### config.mk
export PLATFORM = sky130hd
export DESIGN_NAME = i2s_tx_serializer
export DESIGN_NICKNAME = d
export VERILOG_FILES = /design/src/rtl/ctrl_pkg.sv /design/src/rtl/i2s_tx_bitsel.sv /design/src/rtl/i2s_tx_serializer.sv
export SDC_FILE = /design/constraint.sdc
export NUM_CORES = 1
export LEC_CHECK = 0
export ABC_AREA = 1
export CAP_MARGIN = 20
export CORE_AREA = 2 2 135 124
export CTS_BUF_LIST = sky130_fd_sc_hd__clkbuf_4
export DETAILED_ROUTE_END_ITERATION = 8
export DIE_AREA = 0 0 137 126
export GPL_TIMING_DRIVEN = 0
export PLACE_DENSITY = 0.82
export SLEW_MARGIN = 20
export SYNTH_ARGS = -nofsm -noshare
export SYNTH_HDL_FRONTEND = slang
export SYNTH_HIERARCHICAL = 1
export SYNTH_SLANG_ARGS = --single-unit
### constraint.sdc
create_clock -name clk -period 4.2 [get_ports clk]
set_clock_uncertainty 0.2 [all_clocks]
set_input_delay 1.26 -clock clk [delete_from_list [all_inputs] [get_ports clk]]
set_output_delay 1.26 -clock clk [all_outputs]
set_load 0.005 [all_outputs]
### src/rtl/ctrl_pkg.sv
// Control package: operating-mode struct shared by the I2S transceiver blocks.
// It also holds the frame and word width constants and their decode helpers.
package ctrl_pkg;

  typedef enum logic [1:0] {
    MODE_SR = 2'b00,
    MODE_ST = 2'b01,
    MODE_MR = 2'b10,
    MODE_MT = 2'b11
  } mode_e;

  typedef enum logic [1:0] {
    STD_I2S = 2'b00,
    STD_MSB = 2'b01,
    STD_LSB = 2'b10,
    STD_RSV = 2'b11
  } std_e;

  // mode[0] = transmit, mode[1] = master
  typedef struct packed {
    logic [1:0] mode;
    logic [1:0] standard;
    logic       frame_size;
    logic [1:0] word_size;
  } OP_t;

  localparam int unsigned FRAME_W16 = 16;
  localparam int unsigned FRAME_W32 = 32;
  localparam int unsigned WORD_W16  = 16;
  localparam int unsigned WORD_W24  = 24;
  localparam int unsigned WORD_W32  = 32;

  function automatic logic [5:0] frame_bits(input logic fs);
    return fs ? 6'(FRAME_W32) : 6'(FRAME_W16);
  endfunction

  // reserved code 2'b11 decodes as a 32-bit word
  function automatic logic [5:0] word_bits(input logic [1:0] ws);
    case (ws)
      2'b00:   return 6'(WORD_W16);
      2'b01:   return 6'(WORD_W24);
      default: return 6'(WORD_W32);
    endcase
  endfunction

endpackage

### src/rtl/i2s_tx_bitsel.sv
// Combinational selection of the serial bit for slot position p.
// It handles the MSB-justified, LSB-justified and I2S (one-bit delayed) layouts.
module i2s_tx_bitsel
  import ctrl_pkg::*;
#(
  parameter int DW = 32
) (
  input  logic [DW-1:0] word,
  input  logic [4:0]    p,
  input  logic [5:0]    we,
  input  logic [5:0]    f,
  input  logic [1:0]    standard,
  input  logic          prev_lsb,
  output logic          sd
);

  logic [5:0]    pe;
  logic [5:0]    idx;
  logic          hit;
  logic [DW-1:0] sh;

  always_comb begin
    pe  = {1'b0, p};
    idx = '0;
    hit = 1'b0;
    sd  = 1'b0;
    case (standard)
      STD_MSB: begin
        hit = pe < we;
        idx = we - 6'd1 - pe;
      end
      STD_LSB: begin
        hit = pe >= (f - we);
        idx = f - 6'd1 - pe;
      end
      default: begin
        hit = (pe != 6'd0) && (pe <= we);
        idx = we - pe;
      end
    endcase
    sh = word >> idx;
    if (hit)
      sd = sh[0];
    else if (standard != STD_MSB && standard != STD_LSB && pe == 6'd0 && we == f)
      sd = prev_lsb;
  end

endmodule

### src/rtl/i2s_tx_serializer.sv
// I2S transmit serializer: buffers one stereo pair and shifts it out MSB-first on SCK falling edges.
// It generates WS as master and follows an external WS as slave.
module i2s_tx_serializer
  import ctrl_pkg::*;
#(
  parameter int DW = 32
) (
  input  logic          clk,
  input  logic          rst_n,
  input  logic          en,
  input  OP_t           op,
  input  logic          sck_fe,
  input  logic          ws_in,
  output logic          ws_out,
  output logic          sd_out,
  input  logic          s_valid,
  output logic          s_ready,
  input  logic [DW-1:0] s_left,
  input  logic [DW-1:0] s_right,
  output logic          underrun,
  output logic          busy
);

  OP_t           cfg;
  logic          en_q, run, master, hs;
  logic [4:0]    p, p_nx, fm1;
  logic          ch, ch_nx, started, started_nx, synced, synced_nx, ws_prev, ws_prev_nx;
  logic          emit, frame_start, bit_nx, prev_lsb;
  logic          pend_valid;
  logic [DW-1:0] pend_l, pend_r, act_l, act_r, act_l_nx, act_r_nx, cur_w, prev_w;
  logic [5:0]    f, w, we, shamt;

  assign f       = frame_bits(cfg.frame_size);
  assign w       = word_bits(cfg.word_size);
  assign we      = (w > f) ? f : w;
  assign shamt   = (w > f) ? (w - f) : 6'd0;
  assign fm1     = 5'(f - 6'd1);
  assign run     = en && en_q && cfg.mode[0];
  assign master  = cfg.mode[1];
  assign busy    = run;
  assign s_ready = !pend_valid;
  assign hs      = s_valid && s_ready;

  always_comb begin
    p_nx       = p;
    ch_nx      = ch;
    started_nx = started;
    synced_nx  = synced;
    ws_prev_nx = ws_prev;
    if (sck_fe) begin
      started_nx = 1'b1;
      if (master) begin
        if (!started) begin
          p_nx  = '0;
          ch_nx = 1'b0;
        end else if (p == fm1) begin
          p_nx  = '0;
          ch_nx = !ch;
        end else begin
          p_nx = p + 5'd1;
        end
      end else begin
        ws_prev_nx = ws_in;
        if (started && ws_in != ws_prev) begin
          p_nx      = '0;
          ch_nx     = ws_in;
          synced_nx = 1'b1;
        end else if (p != fm1) begin
          p_nx = p + 5'd1;
        end
      end
    end
    emit        = run && sck_fe && (master || synced_nx);
    frame_start = emit && p_nx == 5'd0 && !ch_nx;
    act_l_nx    = frame_start ? (pend_valid ? pend_l : '0) : act_l;
    act_r_nx    = frame_start ? (pend_valid ? pend_r : '0) : act_r;
    cur_w       = (ch_nx ? act_r_nx : act_l_nx) >> shamt;
    prev_w      = (ch ? act_r : act_l) >> shamt;
    prev_lsb    = prev_w[0];
  end

  i2s_tx_bitsel #(.DW(DW)) u_bitsel (
    .word     (cur_w),
    .p        (p_nx),
    .we       (we),
    .f        (f),
    .standard (cfg.standard),
    .prev_lsb (prev_lsb),
    .sd       (bit_nx)
  );

  always_ff @(posedge clk or negedge rst_n) begin
    if (!rst_n) begin
      cfg        <= '0;
      en_q       <= 1'b0;
      p          <= '0;
      ch         <= 1'b0;
      started    <= 1'b0;
      synced     <= 1'b0;
      ws_prev    <= 1'b0;
      ws_out     <= 1'b0;
      sd_out     <= 1'b0;
      underrun   <= 1'b0;
      pend_valid <= 1'b0;
      pend_l     <= '0;
      pend_r     <= '0;
      act_l      <= '0;
      act_r      <= '0;
    end else begin
      en_q <= en;
      if (en && !en_q)
        cfg <= op;
      // the handshake stays live whether or not the serializer is running
      if (hs) begin
        pend_valid <= 1'b1;
        pend_l     <= s_left;
        pend_r     <= s_right;
      end else if (frame_start && pend_valid) begin
        pend_valid <= 1'b0;
      end
      if (!run) begin
        p        <= '0;
        ch       <= 1'b0;
        started  <= 1'b0;
        synced   <= 1'b0;
        ws_prev  <= 1'b0;
        ws_out   <= 1'b0;
        sd_out   <= 1'b0;
        underrun <= 1'b0;
        act_l    <= '0;
        act_r    <= '0;
      end else begin
        p        <= p_nx;
        ch       <= ch_nx;
        started  <= started_nx;
        synced   <= synced_nx;
        ws_prev  <= ws_prev_nx;
        act_l    <= act_l_nx;
        act_r    <= act_r_nx;
        underrun <= frame_start && !pend_valid;
        if (sck_fe) begin
          sd_out <= emit ? bit_nx : 1'b0;
          ws_out <= master ? ch_nx : 1'b0;
        end
      end
    end
  end

endmodule

==> results.md, run 1 <==
- The flow ran to the end, and the final reports show no timing, DRC or antenna violations.
- The number of different library cells used by synthesis comes to 41.
- Subtracting the final worst setup slack from the clock period gives 4000 ps.
- TritonCTS built the clock tree.
- The sum of routed wire length over all layers is 25600 um.
- The standard cell core area is 15900 sq um.
- The worst hold path begins at pend_r[3].
- The final period utilization is 95.3%.
- Summing all multi-input logic gate instances after layout gives 5130 sq um.
- The max-capacitance violation count is 0.
- Overall power consumption after layout is estimated at 4.46 mW.
- The nature of the critical path endpoint is a flip-flop.
- The area share of the leading cell type in the synthesized netlist is 39.4%.
- The reg-to-reg critical path startpoint is p[0].
- The met1 track demand over resource is 40.1%.
- In the routed design, unresolved DRC markers number 0.
- The met3 track demand over resource is 5.88%.
- The first-pass GRT wire length is 41600 um.
- The initial antenna violation count is 0.
- The worst setup path is launched from an input pin.
- The total clock buffers created by CTS is 17.
- The initial detailed-routing violation count is 803.
- The cell count after synthesis is 1352.
- The first detailed-routing pass took 5 iterations.
- At the end of the flow, the number of nets in the layout was 1601.
- The total count of hold-check failures in the final report is 0.
- The largest area contributor in the synthesized netlist is sky130_fd_sc_hd__dfrtp_1.
- Detailed placement finished with a half-perimeter wire length of 18900 um.
- Tracing the worst setup path back leads to its startpoint at ws_in.
- The filler cell count is 1328.
- The total of hold buffers inserted after clock tree synthesis is 0.
- Summing all non-filler instances in the final layout gives an area of 11200 sq um.
- The area growth from synthesis to final layout is 18.6%.
- The power density over the cells is 397 nW/um^2.
- The tightest min-delay check is of the reg2reg type.
- IR analysis of the VDD net gives a maximum drop of 0.340 mV.
- The finished layout holds 1711 standard cells, fillers aside.
- The biggest fanout along the worst timing path is 8.
- The die is 137 um wide.
- CTS placed an instance of sky130_fd_sc_hd__clkbuf_4 at the clock tree root.
- The largest net degree at the start of global routing is 80.
- The critical path is of the in2reg type.
- The mean post-synth cell area is 7.00 sq um.
- The number of diodes is 0.
- The placer congestion estimate is 0.999.
- The total die area is 17300 sq um.
- The final antenna-violating net count is 0.
- The switching power share of the total is 40.6%.
- The overall track demand over capacity in global routing is 30.7%.
- The longest individual stage delay on the worst path is 270 ps.
- For this run the aggregate overflow at the end of global routing stands at 0.
- Measured along the y axis, the die boundary spans 126 um.
- Clock-pin slew was measured on the worst setup and hold paths at 130 ps.
- In this run, the clock network consumes 19.6% of the power.
- The netlist area before placement is 9470 sq um.
- The warning count from the yosys run is 6.
- The most utilized layer in the global route result is met2.
- The count of state elements after synthesis is 149.
- Clock latency on the worst-skew pair, taken at its later pin, is 610 ps.
- The number of sinks handled by clock tree synthesis is 149.
- The final-report setup violation count is 0.
- The register share of total power is 43.4%.
- The number of buffers on the longest clock path is 2.
- The number of H-tree levels is 4.
- Data on the critical path is required at its endpoint by 4500 ps.
- In the final routed layout, each cell accounts on average for 15.0 um.
- The power share of the combinational group is 37.0%.
- The post-route netlist has 10.5% of its cells at a drive strength greater than 1.
- The number of max-slew violations in the final report is 0.
- The worst slew margin relative to its limit is 41.1%.
- Row generation in the floorplan step produced 44 rows.
- The fraction of the yosys area taken by sequential cells is 39.4%.
- Global routing consumed, on the met2 layer, 50.3% of the routing resources.
- For this run, asynchronously set or reset flops after synthesis account for 100%.
- Including well taps, the total number of placed cells is 1658.
- The dominant register cell in the synthesized netlist is sky130_fd_sc_hd__dfrtp_1.
- The sequential cells in the finished layout cover a total of 3730 sq um.
- For this configuration, the core starts out at a cell density of 59.7%.
- The slowest stage of the critical path belongs to the cell sky130_fd_sc_hd__clkdlybuf4s15_1.
- The maximum operating frequency is 0.250 GHz.
- Yosys attributes the largest share of cell area to sky130_fd_sc_hd__dfrtp_1 (39%), sky130_fd_sc_hd__nand2_1 (22%), sky130_fd_sc_hd__nand3_1 (8.6%).
- For the pin with the worst max-slew slack, the measured transition is 883 ps.
- Once placement finished, the instance area stood at 10600 sq um.
- The most numerous cell type found on the critical path is sky130_fd_sc_hd__nand2_1.
- The worst endpoint data arrival time is 4300 ps.
- For this design the static power due to leakage is 5.68 nW.
- Pin placement for this block handled 82 I/O pins.
- Hold is met by 297 ps.
- The number of enable flip-flop cells after synthesis is 0.
- The mean number of vias per cell is 5.38.
- Input and output buffers added on the ports amount to 80.
- The via count of the first global-routing pass came to 8687.
- The detailed router placed 9206 vias in this run.
- Internal power comes to 2.65 mW.
- The switching component of the power is 1.81 mW.
- In this run the register-to-register setup slack is 210 ps.
[path summary, 6_finish.rpt]
check / endpoint / depth (start not counted)
worst min register to register: pend_r[3] / 2
min in group asynchronous: pend_l[3] / 1
max in group asynchronous: cfg[4] / 2
worst max-delay path: sd_out / 30
worst max register to register: sd_out / 33
worst min-delay path: pend_r[3] / 2
[synth_stat cells, types with 3 or more instances]
| library cell | count |
|---|---|
| sky130_fd_sc_hd__nand2_1 | 549 |
| sky130_fd_sc_hd__nand3_1 | 162 |
| sky130_fd_sc_hd__dfrtp_1 | 149 |
| sky130_fd_sc_hd__nor2_1 | 127 |
| sky130_fd_sc_hd__inv_1 | 109 |
| sky130_fd_sc_hd__a21oi_1 | 37 |
| sky130_fd_sc_hd__clkbuf_1 | 36 |
| sky130_fd_sc_hd__ha_1 | 29 |
| sky130_fd_sc_hd__a211oi_2 | 25 |
| sky130_fd_sc_hd__nand3b_1 | 16 |
| sky130_fd_sc_hd__buf_2 | 12 |
| sky130_fd_sc_hd__inv_2 | 11 |
| sky130_fd_sc_hd__o21ai_0 | 11 |
| sky130_fd_sc_hd__buf_6 | 8 |
| sky130_fd_sc_hd__a211oi_1 | 7 |
| sky130_fd_sc_hd__nand4_1 | 6 |
| sky130_fd_sc_hd__nand2_2 | 5 |
| sky130_fd_sc_hd__o21ai_1 | 5 |
| sky130_fd_sc_hd__xnor2_1 | 5 |
| sky130_fd_sc_hd__buf_1 | 4 |
| sky130_fd_sc_hd__buf_4 | 4 |
| sky130_fd_sc_hd__fa_1 | 4 |
| sky130_fd_sc_hd__mux2_2 | 4 |
| sky130_fd_sc_hd__nor2_2 | 3 |
[cell usage in the layout (no fill, tap or decap), types with 6 or more instances in the layout]
| master | synthesis | routed |
|---|---|---|
| sky130_fd_sc_hd__inv_2 | 11 | 11 |
| sky130_fd_sc_hd__nand2_1 | 549 | 548 |
| sky130_fd_sc_hd__dfrtp_1 | 149 | 148 |
| sky130_fd_sc_hd__nand4_1 | 6 | 6 |
| sky130_fd_sc_hd__nand3_1 | 162 | 151 |
| sky130_fd_sc_hd__nor2_1 | 127 | 124 |
| sky130_fd_sc_hd__clkbuf_1 | 36 | 34 |
| sky130_fd_sc_hd__inv_6 | 1 | 8 |
| sky130_fd_sc_hd__nand2_2 | 5 | 7 |
| sky130_fd_sc_hd__a21oi_1 | 37 | 36 |
| sky130_fd_sc_hd__a211oi_2 | 25 | 25 |
| sky130_fd_sc_hd__clkdlybuf4s50_1 | 0 | 77 |
| sky130_fd_sc_hd__inv_1 | 109 | 108 |
| sky130_fd_sc_hd__o21ai_0 | 11 | 11 |
| sky130_fd_sc_hd__buf_2 | 12 | 7 |
| sky130_fd_sc_hd__a211oi_1 | 7 | 7 |
| sky130_fd_sc_hd__conb_1 | 1 | 19 |
| sky130_fd_sc_hd__ha_1 | 29 | 28 |
| sky130_fd_sc_hd__buf_4 | 4 | 24 |
| sky130_fd_sc_hd__nand3b_1 | 16 | 16 |
| sky130_fd_sc_hd__buf_6 | 8 | 12 |
| sky130_fd_sc_hd__clkbuf_4 | 0 | 18 |
| sky130_fd_sc_hd__nand3_2 | 2 | 11 |
[worst max-delay path, delay by kind of cell]
kind            cells  cell delay (ps)
compound gates      2              300
buf+inv             3              520
simple gates       25             2210
[layer usage]
layer  vias to the layer above  wire length (um)  share of wire [%]
met1                      4290             10900                 43
met5                         -                 0                  0
met2                       300             12200                 48
met4                         0               952                3.7
met3                        69              1540                6.0
li1                       4547                 -                  -
[power by group through the flow]
stage                     registers, mW  logic, mW  clock network, mW
after detailed placement           1.95       1.58                  0
after CTS                          1.93       1.60              0.869
after global routing               1.97       1.89              0.936
after global placement             1.95       1.52                  0
final                              1.93       1.65              0.872
after floorplan                    1.89       1.16                  0
[what timing repair did]
action | CTS | global route
buffers inserted | 2 | 18
pin swaps | 3 | 11
endpoints found under the setup margin | 2 | 1
resized for setup | 11 | 37
gates cloned | 0 | 2
[metrics by stage]
stage	TNS, ps	worst slack, ps	util, %
2_1_floorplan	0	288	-
3_3_place_gp	-615970	-4130	66.8
3_5_place_dp	-1660	-835	67.0
4_1_cts	0	103	69.0
5_1_grt	-51.1	-51.1	70.8
6_report	0	196	70.8
[cell type report]
cell class | instances | share of cell area (%)
clock inverter | 14 | 1.08
multi-input combinational | 1036 | 45.7
tap | 207 | 2.31
clock buffer | 18 | 1.20
sequential | 149 | 33.2
inverter | 122 | 4.17
buffer | 63 | 3.41
timing repair buffer | 102 | 8.97
[flip-flops by register name, indices dropped and copies added (netlist names), 5 cells and up]
register and flops:
cfg 7, pend_l 32, act_r 32, p 5, pend_r 32, act_l 32
[cells by family after synthesis]
| logic type | synth area share [%] |
|---|---|
| buf+inv | 8.38 |
| fa+ha+maj | 4.68 |
| flops | 39.4 |
| other cells | 0.0396 |
| simple gates | 39.2 |
| compound gates | 7.28 |
| mux | 0.476 |
| xor+xnor | 0.555 |
Power figures use the tool's default switching activity.
==> run 2, diff against run 1 <==
Settings changed: GPL_ROUTABILITY_DRIVEN from default to 1.
==> results of run 2 <==
No change in the layout: final DEF, timing and power equal those of run 1.
